### config.mk
export PLATFORM = sky130hd
export DESIGN_NAME = output_stream_controller
export DESIGN_NICKNAME = d
export VERILOG_FILES = /design/src/rtl/output_stream_controller.sv
export SDC_FILE = /design/constraint.sdc
export NUM_CORES = 1
export LEC_CHECK = 0
export ABC_AREA = 1
export ABC_CLOCK_PERIOD_IN_PS = 15000
export CORE_ASPECT_RATIO = 1.25
export CORE_MARGIN = 4
export CORE_UTILIZATION = 36
export DETAILED_ROUTE_END_ITERATION = 16
export PLACE_DENSITY_LB_ADDON = 0.08
export SYNTH_ARGS = -nofsm -noshare
export SYNTH_HDL_FRONTEND = slang
export SYNTH_SLANG_ARGS = --single-unit
### constraint.sdc
create_clock -name clock -period 15 [get_ports clock]
set_input_delay 2.25 -clock clock [delete_from_list [all_inputs] [get_ports clock]]
set_output_delay 2.25 -clock clock [all_outputs]
set_load 0.1 [all_outputs]
### src/rtl/output_stream_controller.sv
// Buffers output vectors from the vector CPU in a small FIFO and serializes them
// element by element onto a valid/ready stream, requesting a CPU stall when full.
module output_stream_controller #(
  parameter int unsigned DATA_WIDTH  = 19,
  parameter int unsigned VECTOR_SIZE = 6,
  parameter int unsigned FIFO_DEPTH  = 4,
  parameter int unsigned INDEX_WIDTH = 3,
  parameter int unsigned COUNT_WIDTH = 3
) (
  input  logic                              clock,
  input  logic                              reset,
  input  logic                              outFlag,
  input  logic [VECTOR_SIZE*DATA_WIDTH-1:0] out,
  output logic                              stallOut,
  output logic                              streamValid,
  output logic [DATA_WIDTH-1:0]             streamData,
  output logic [INDEX_WIDTH-1:0]            streamIndex,
  output logic                              streamLast,
  input  logic                              streamReady,
  output logic [COUNT_WIDTH-1:0]            pending,
  output logic                              overflow
);

  localparam int unsigned VecW = VECTOR_SIZE * DATA_WIDTH;
  localparam int unsigned PtrW = (FIFO_DEPTH > 1) ? $clog2(FIFO_DEPTH) : 1;
  localparam logic [COUNT_WIDTH-1:0] Full    = COUNT_WIDTH'(FIFO_DEPTH);
  localparam logic [INDEX_WIDTH-1:0] LastIdx = INDEX_WIDTH'(VECTOR_SIZE - 1);

  typedef enum logic {StIdle, StSend} state_e;

  state_e                 state_q, state_d;
  logic [VecW-1:0]        mem_q [FIFO_DEPTH];
  logic [PtrW-1:0]        wr_ptr_q, rd_ptr_q;
  logic [COUNT_WIDTH-1:0] count_q, count_d;
  logic [INDEX_WIDTH-1:0] idx_q, idx_d;
  logic [VecW-1:0]        hold_q;
  logic                   overflow_q;
  logic                   push, pop, not_empty;

  assign not_empty = (count_q != '0);

  always_comb begin
    state_d = state_q;
    idx_d   = idx_q;
    pop     = 1'b0;
    unique case (state_q)
      StIdle: begin
        if (not_empty) begin
          pop     = 1'b1;
          idx_d   = '0;
          state_d = StSend;
        end
      end
      StSend: begin
        if (streamReady) begin
          if (idx_q == LastIdx) begin
            // Reload straight from the FIFO so consecutive vectors have no bubble.
            if (not_empty) begin
              pop   = 1'b1;
              idx_d = '0;
            end else begin
              state_d = StIdle;
            end
          end else begin
            idx_d = idx_q + INDEX_WIDTH'(1);
          end
        end
      end
    endcase
  end

  // A full FIFO still accepts when the same cycle frees a slot.
  assign push    = outFlag && ((count_q != Full) || pop);
  assign count_d = count_q + COUNT_WIDTH'(push) - COUNT_WIDTH'(pop);

  always_ff @(posedge clock or negedge reset) begin
    if (!reset) begin
      state_q    <= StIdle;
      count_q    <= '0;
      wr_ptr_q   <= '0;
      rd_ptr_q   <= '0;
      idx_q      <= '0;
      hold_q     <= '0;
      overflow_q <= 1'b0;
    end else begin
      state_q <= state_d;
      count_q <= count_d;
      idx_q   <= idx_d;
      if (push) begin
        wr_ptr_q <= wr_ptr_q + PtrW'(1);
      end
      if (pop) begin
        rd_ptr_q <= rd_ptr_q + PtrW'(1);
        hold_q   <= mem_q[rd_ptr_q];
      end
      if (outFlag && !push) begin
        overflow_q <= 1'b1;
      end
    end
  end

  // Storage needs no reset: occupancy is governed entirely by the pointers and count.
  always_ff @(posedge clock) begin
    if (push) begin
      mem_q[wr_ptr_q] <= out;
    end
  end

  always_comb begin
    streamValid = (state_q == StSend);
    streamData  = '0;
    streamIndex = '0;
    streamLast  = 1'b0;
    if (streamValid) begin
      streamData  = hold_q[idx_q*DATA_WIDTH +: DATA_WIDTH];
      streamIndex = idx_q;
      streamLast  = (idx_q == LastIdx);
    end
  end

  assign stallOut = (count_q == Full);
  assign pending  = count_q;
  assign overflow = overflow_q;

endmodule
# --- Word level (Yosys, flattened, before mapping) ---
# Memory sizes are Yosys's and may differ from the RTL's. A register that Yosys moved wholly into a read port is not among the register bits.
# Cells that the tools add are included.
totals:
  ff_bits: 12
  ramBits: 456
  in_bits: 118
  out_inout_bits: 29
  elab_cells: 41
  mem_count: 1
classes:
  n_addsub: 5
  multipliers: 1
  n_eq_ne: 4
  n_shift: 1
  muxes: 16
  bitwise_logic: 1
  reduce_logical: 6
memory_table:
  columns: ["name", "depth", "word_bits", "rd", "rd_clocked_by_memory_dff", "wr", "line_no", "source"]
  rows:
  - ["mem_q", 4, 114, 1, 1, 1, "32", "logic [VecW-1:0] mem_q [FIFO_DEPTH];"]
op_table:
  columns: ["cell", "n"]
  rows:
  - ["114-bit by 9-bit variable part select with 19-bit output", 1]
  - ["19-bit 2-to-1 mux", 1]
  - ["3-bit 2-to-1 mux", 4]
  - ["3-bit by 5-bit multiplier with 8-bit output (second input constant)", 1]
  - ["1-bit 2-to-1 mux", 8]
  - ["3-bit == test (second input constant)", 2]
  - ["3-bit case mux with 2 select lines", 1]
  - ["2-bit by 1-bit adder with 2-bit output (second input constant)", 2]
  - ["1-bit case mux with 2 select lines", 2]
  - ["3-bit by 1-bit adder with 3-bit output", 1]
  - ["3-bit by 1-bit adder with 3-bit output (second input constant)", 1]
  - ["3-bit != test (second input constant)", 1]
  - ["3-bit nonzero test", 1]
  - ["3-bit by 1-bit subtractor with 3-bit output", 1]
  - ["1-bit logical AND", 2]
  - ["1-bit zero test", 2]
  - ["2-bit != test (second input constant)", 1]
  - ["1-bit logical OR", 1]
  - ["1-bit inverter", 1]

# --- Logic depth before layout (Yosys ltp) ---
logic_depth:
  ltp_word: 9
  depth_mapped: 15
  ltp_nobuf: 13

# --- Worst setup path after synthesis ---
# No wires, ideal clock.
synth_timing:
  kind: "input-to-reg"
  startpoint: "in streamReady"
  endpoint: "mem mem_q[0][0] in the netlist's numbering, enable pin"
  setup_ns: 0.589
  arrival_time_ns: 7.507
  required_time_ns: 14.411
  path_slack_ns: 6.905
  stages: 6
  path_buffers: 0
  cell_sequence: "inv_1 > nand2_2 > nand2_1 > nand2_1 > nand2_1 > nor2_1"
synth_between:
  elab_chain_cells: 6
synth_lines:
  columns: ["element", "line_no", "source"]
  rows:
  - ["start: declaration", "19", "input logic streamReady,"]
  - ["1-bit 2-to-1 mux", "55", "if (streamReady) begin"]
  - ["1-bit case mux with 2 select lines", "46", "unique case (state_q)"]
  - ["1-bit logical OR", "73", "assign push = outFlag && ((count_q != Full) || pop);"]
  - ["1-bit logical AND", "73", null]
  - ["1-bit 2-to-1 mux", "104", "if (push) begin"]
  - ["1-bit 2-to-1 mux (not written as such)", "105", "mem_q[wr_ptr_q] <= out;"]
  - ["end: declaration", "32", null]
# No other way between the ends.

# --- Final worst setup path ---
layout_timing:
  startpoint: "reg idx_q[0]"
  endpoint: "out streamData[10]"
layout_between:
  elab_chain_cells: 3
layout_lines:
  columns: ["element", "line_no", "source"]
  rows:
  - ["start: declaration", "35", "logic [INDEX_WIDTH-1:0] idx_q, idx_d;"]
  - ["start signal: assignment", "88", "idx_q <= idx_d;"]
  - ["3-bit by 5-bit multiplier with 8-bit output", "115", "streamData = hold_q[idx_q*DATA_WIDTH +: DATA_WIDTH];"]
  - ["114-bit by 9-bit variable part select with 19-bit output", "115", null]
  - ["19-bit 2-to-1 mux", "114", "if (streamValid) begin"]
  - ["end: declaration", "16", "output logic [DATA_WIDTH-1:0] streamData,"]
# No other way between the ends.

==> impl_results.md <==
- GRT overflow: 0
- Root buffer selected by CTS: sky130_fd_sc_hd__clkbuf_16
- Proportion of netlist area held by the largest area contributor: 57.3%
- Width of the chip: 239 um
- Highest metal layer with signal wires: met5
- Via density per instance: 4.83
- Worst slew margin relative to its limit: 29.2%
- Number of max-cap violations: 0
- Pwr dens: 226 nW/um^2
- Nets@finish: 2341
- Metal-1 WL: 29800 um
- Total non-filler cell area in the finished layout: about 28000 um^2
- Routed wire length on met3: 2900 um
- Share of the synthesized area in compound gates (AO/OA/AOI/OAI): 9.68%
- XOR/XNOR Fraction of Synth Area: 0.110%
- Kind of critical path: reg -> out
- GP Congestion: 0.799
- Total DRC errors in the routed layout: 0
- Total iterations of the first detailed-routing run: 5
- Number of design-rule violations left by the first detailed-router iteration: slightly above 900
- Syn Std Cell Area: 23900 um^2
- Die height: 296 um
- Flops & latches, synth: 582
- Final setup skew: 0.0104 ns
- Leading cell types by total area after synthesis: sky130_fd_sc_hd__edfxtp_1 57%, sky130_fd_sc_hd__dfrtp_1 13%, sky130_fd_sc_hd__nor2_1 7.0%, sky130_fd_sc_hd__nand2_1 6.2%, sky130_fd_sc_hd__o21ai_0 4.6%
- Worst hold margin: about 0.49 ns
- Final-layout setup total negative slack: 0 ns
- Distinct cells, synth: 28
- Met2 routed WL: about 31000 um
- Ratio of final minimum period to clock period: 43.8%
- Pin count of the biggest net entering global routing: 115
- Pwr Total: 6.29 mW
- Least-Margin Pin Slew: approximately 1.1 ns
- Initial antenna violation count: 2
- GRT Total Usage: ~18%
- Core area: around 66000 um^2
- Basic-gate share of the synthesized area counting and, or, nand and nor cells: 14.3%
- Multiplexer fraction of the synthesized cell area: 0%
- Share of synthesized registers carrying an async set or reset: 21.6%
- Nets in the synthesized netlist: approximately 2200
- Required @ worst endpoint: ~13 ns
- Wire length of the first global-routing pass: a little under 100000 um
- DP Cell Count: 3007
- Post-synth EDFFs: roughly 460
- CP max stage delay: 1.23 ns
- Largest family of logic cells by synthesized area: simple AND/OR/NAND/NOR gates
- Cell count after synthesis: 2111
- Clock sink count: 582
- Number of setup buffers added after CTS: 0
- RSZ-0062 raised after global routing: false
- Fraction of the core area covered by cells at the end of the flow: 42.4%
- Later-pin clock latency in the skew report: between 0.6 and 0.7 ns
- Number of nets still failing antenna checks after routing: 0
- Cell-by-cell trace of the critical path: buf_4 -> inv_2 -> nand2_1 -> nand3_1 -> nand2_1 -> nand2_1 -> a21oi_1 -> clkdlybuf4s50_1
- Crit-path max FO: 48
- Cells resized by post-CTS repair: 0
- Initial standard-cell utilization of the core: between 30 and 40%
- Final hold viol count: 0
- Avg WL per Cell: 20.8 um
- Post-placement cell area: 25900 um^2
- Leakage power summed over all cells: 10.4 nW
- Number of top-level pins: 147
- Worst Path Arrival: 4.32 ns
- Highest attainable clock frequency: 0.152 GHz
- Kind of start point of the critical path: flop
- Count of buffers from port buffering: 146
- Layout cells sized above 1: a little under a tenth
- Diodes inserted: 0
- Most used flip-flop cell after synthesis: sky130_fd_sc_hd__edfxtp_1
- Area of the die: 70600 um^2
- Final non-filler cell total: about 3100
- Max VDD drop: 0.000329 V
- Number of buffers created by CTS: 61
- Post-place setup slack: 8.90 ns
- Type of the tightest min-delay check: reg -> reg
- Sequential fraction of the synthesis area: 70.4%
- Cell type contributing the most total cell area after synthesis: sky130_fd_sc_hd__edfxtp_1
- Clock tree from TritonCTS: built
- Number of standard-cell rows in the floorplan: 105
- Post-Syn Area per Cell: 11.3 um^2
- Number of global-route vias before repair: around 15000
- Routed wire length: 64800 um
- Deepest clock path buffer count: 3
- Number of vias after detailed routing: 15100
- Post-detail-place hpwl: 39200 um
- Slowest-stage cell, CP: sky130_fd_sc_hd__clkdlybuf4s50_1
- Cell repeated most along the worst path: sky130_fd_sc_hd__nand2_1
- Number of max-slew violations in the final report: 0
- Clock-pin slew on the worst setup and hold paths: 0.06 ns
- Number of buffers inserted by hold repair at cts: 0
- Yosys warns: 0
- Max H-tree Level: 2
- Min cycle time layout: 6.57 ns
- Crit. End Element: output port
- Final Worst Setup Slack: 8.43 ns
- Post-synthesis to final-layout area growth: 16.6%
- Final setup viols: 0
- Adder and majority cell fraction of the synthesized area: less than 1%
- Outcome: finished clean
==> worst max-delay path, delay by kind of cell (launching register included) <==
kind                   cells  cell delay (ns)
buffers and inverters      3             2.16
AOI/OAI and AO/OA          1             0.36
DFF                        1             0.75
and+or+nand+nor            4             0.39
==> cells by family after synthesis <==
group,count (synthesis)
xor+xnor,3
flops,582
compound gates,385
buf+inv,241
fa+ha+maj,9
simple gates,891
==> cells in the mapped netlist (all sizes together), types with 2 or more instances <==
cell type,instances
o211ai,19
xnor2,2
nand3,44
o21ai,346
nor2,445
dfrtp,126
clkbuf,44
ha,8
buf,79
inv,118
nand2,400
a21oi,19
edfxtp,456
==> layout by cell type (no fill, tap or decap), drive strengths merged, types with 18 or more instances in the layout <==
| master | n |
|---|---|
| buf | 18 |
| edfxtp | 456 |
| dfrtp | 126 |
| inv | 119 |
| nor2 | 445 |
| nand2 | 400 |
| clkdlybuf4s50 | 145 |
| a21oi | 19 |
| clkbuf | 88 |
| o211ai | 19 |
| clkinv | 18 |
| nand3 | 44 |
| o21ai | 346 |
==> worst paths after layout <==
check / start / slack [ns] / endpoint / cells past startpoint
max: idx_q[0] / 8.43 / streamData[10] / 8
min: hold_q[92] / 0.49 / hold_q[92] / 2
max reg2reg: idx_q[1] / 9.90 / mem_q[2][54] / 10
min reg2reg: hold_q[92] / 0.49 / hold_q[92] / 2
max in group asynchronous: reset / 11.90 / rd_ptr_q[1] / 2
min in group asynchronous: reset / 1.64 / hold_q[64] / 1
==> layer usage <==
layer  vias to the layer above  track usage (%)
li1                       7310                -
met1                      7374             25.4
met2                       307             29.8
met3                        79             3.20
met4                         2             4.99
met5                         -                0
==> layout make-up <==
type                       instances  area, um^2
clock buffer                      88        1760
multi-input combinational       1288        5920
fill                            6260       37800
tap                              856        1070
inverter                         118         458
timing repair buffer             163        1620
clock inverter                    25         201
sequential                       582       16900
==> flip-flops by register name, summed over array words and instances (netlist names) <==
signal	flops
hold_q	114
idx_q	3
mem_q	456
overflow	1
pending	3
rd_ptr_q	2
streamValid	1
wr_ptr_q	2
==> power breakdown <==
part / total (mW) / leakage [nW] / internal, mW / switching [mW]
sequential: 2.37 / 5.71 / 2.18 / 0.187
clock: 1.48 / 0.952 / 0.860 / 0.615
combinational: 2.45 / 3.77 / 0.634 / 1.82
total: 6.29 / 10.4 / 3.68 / 2.62
Note: power is estimated with default switching activity, not from simulation.
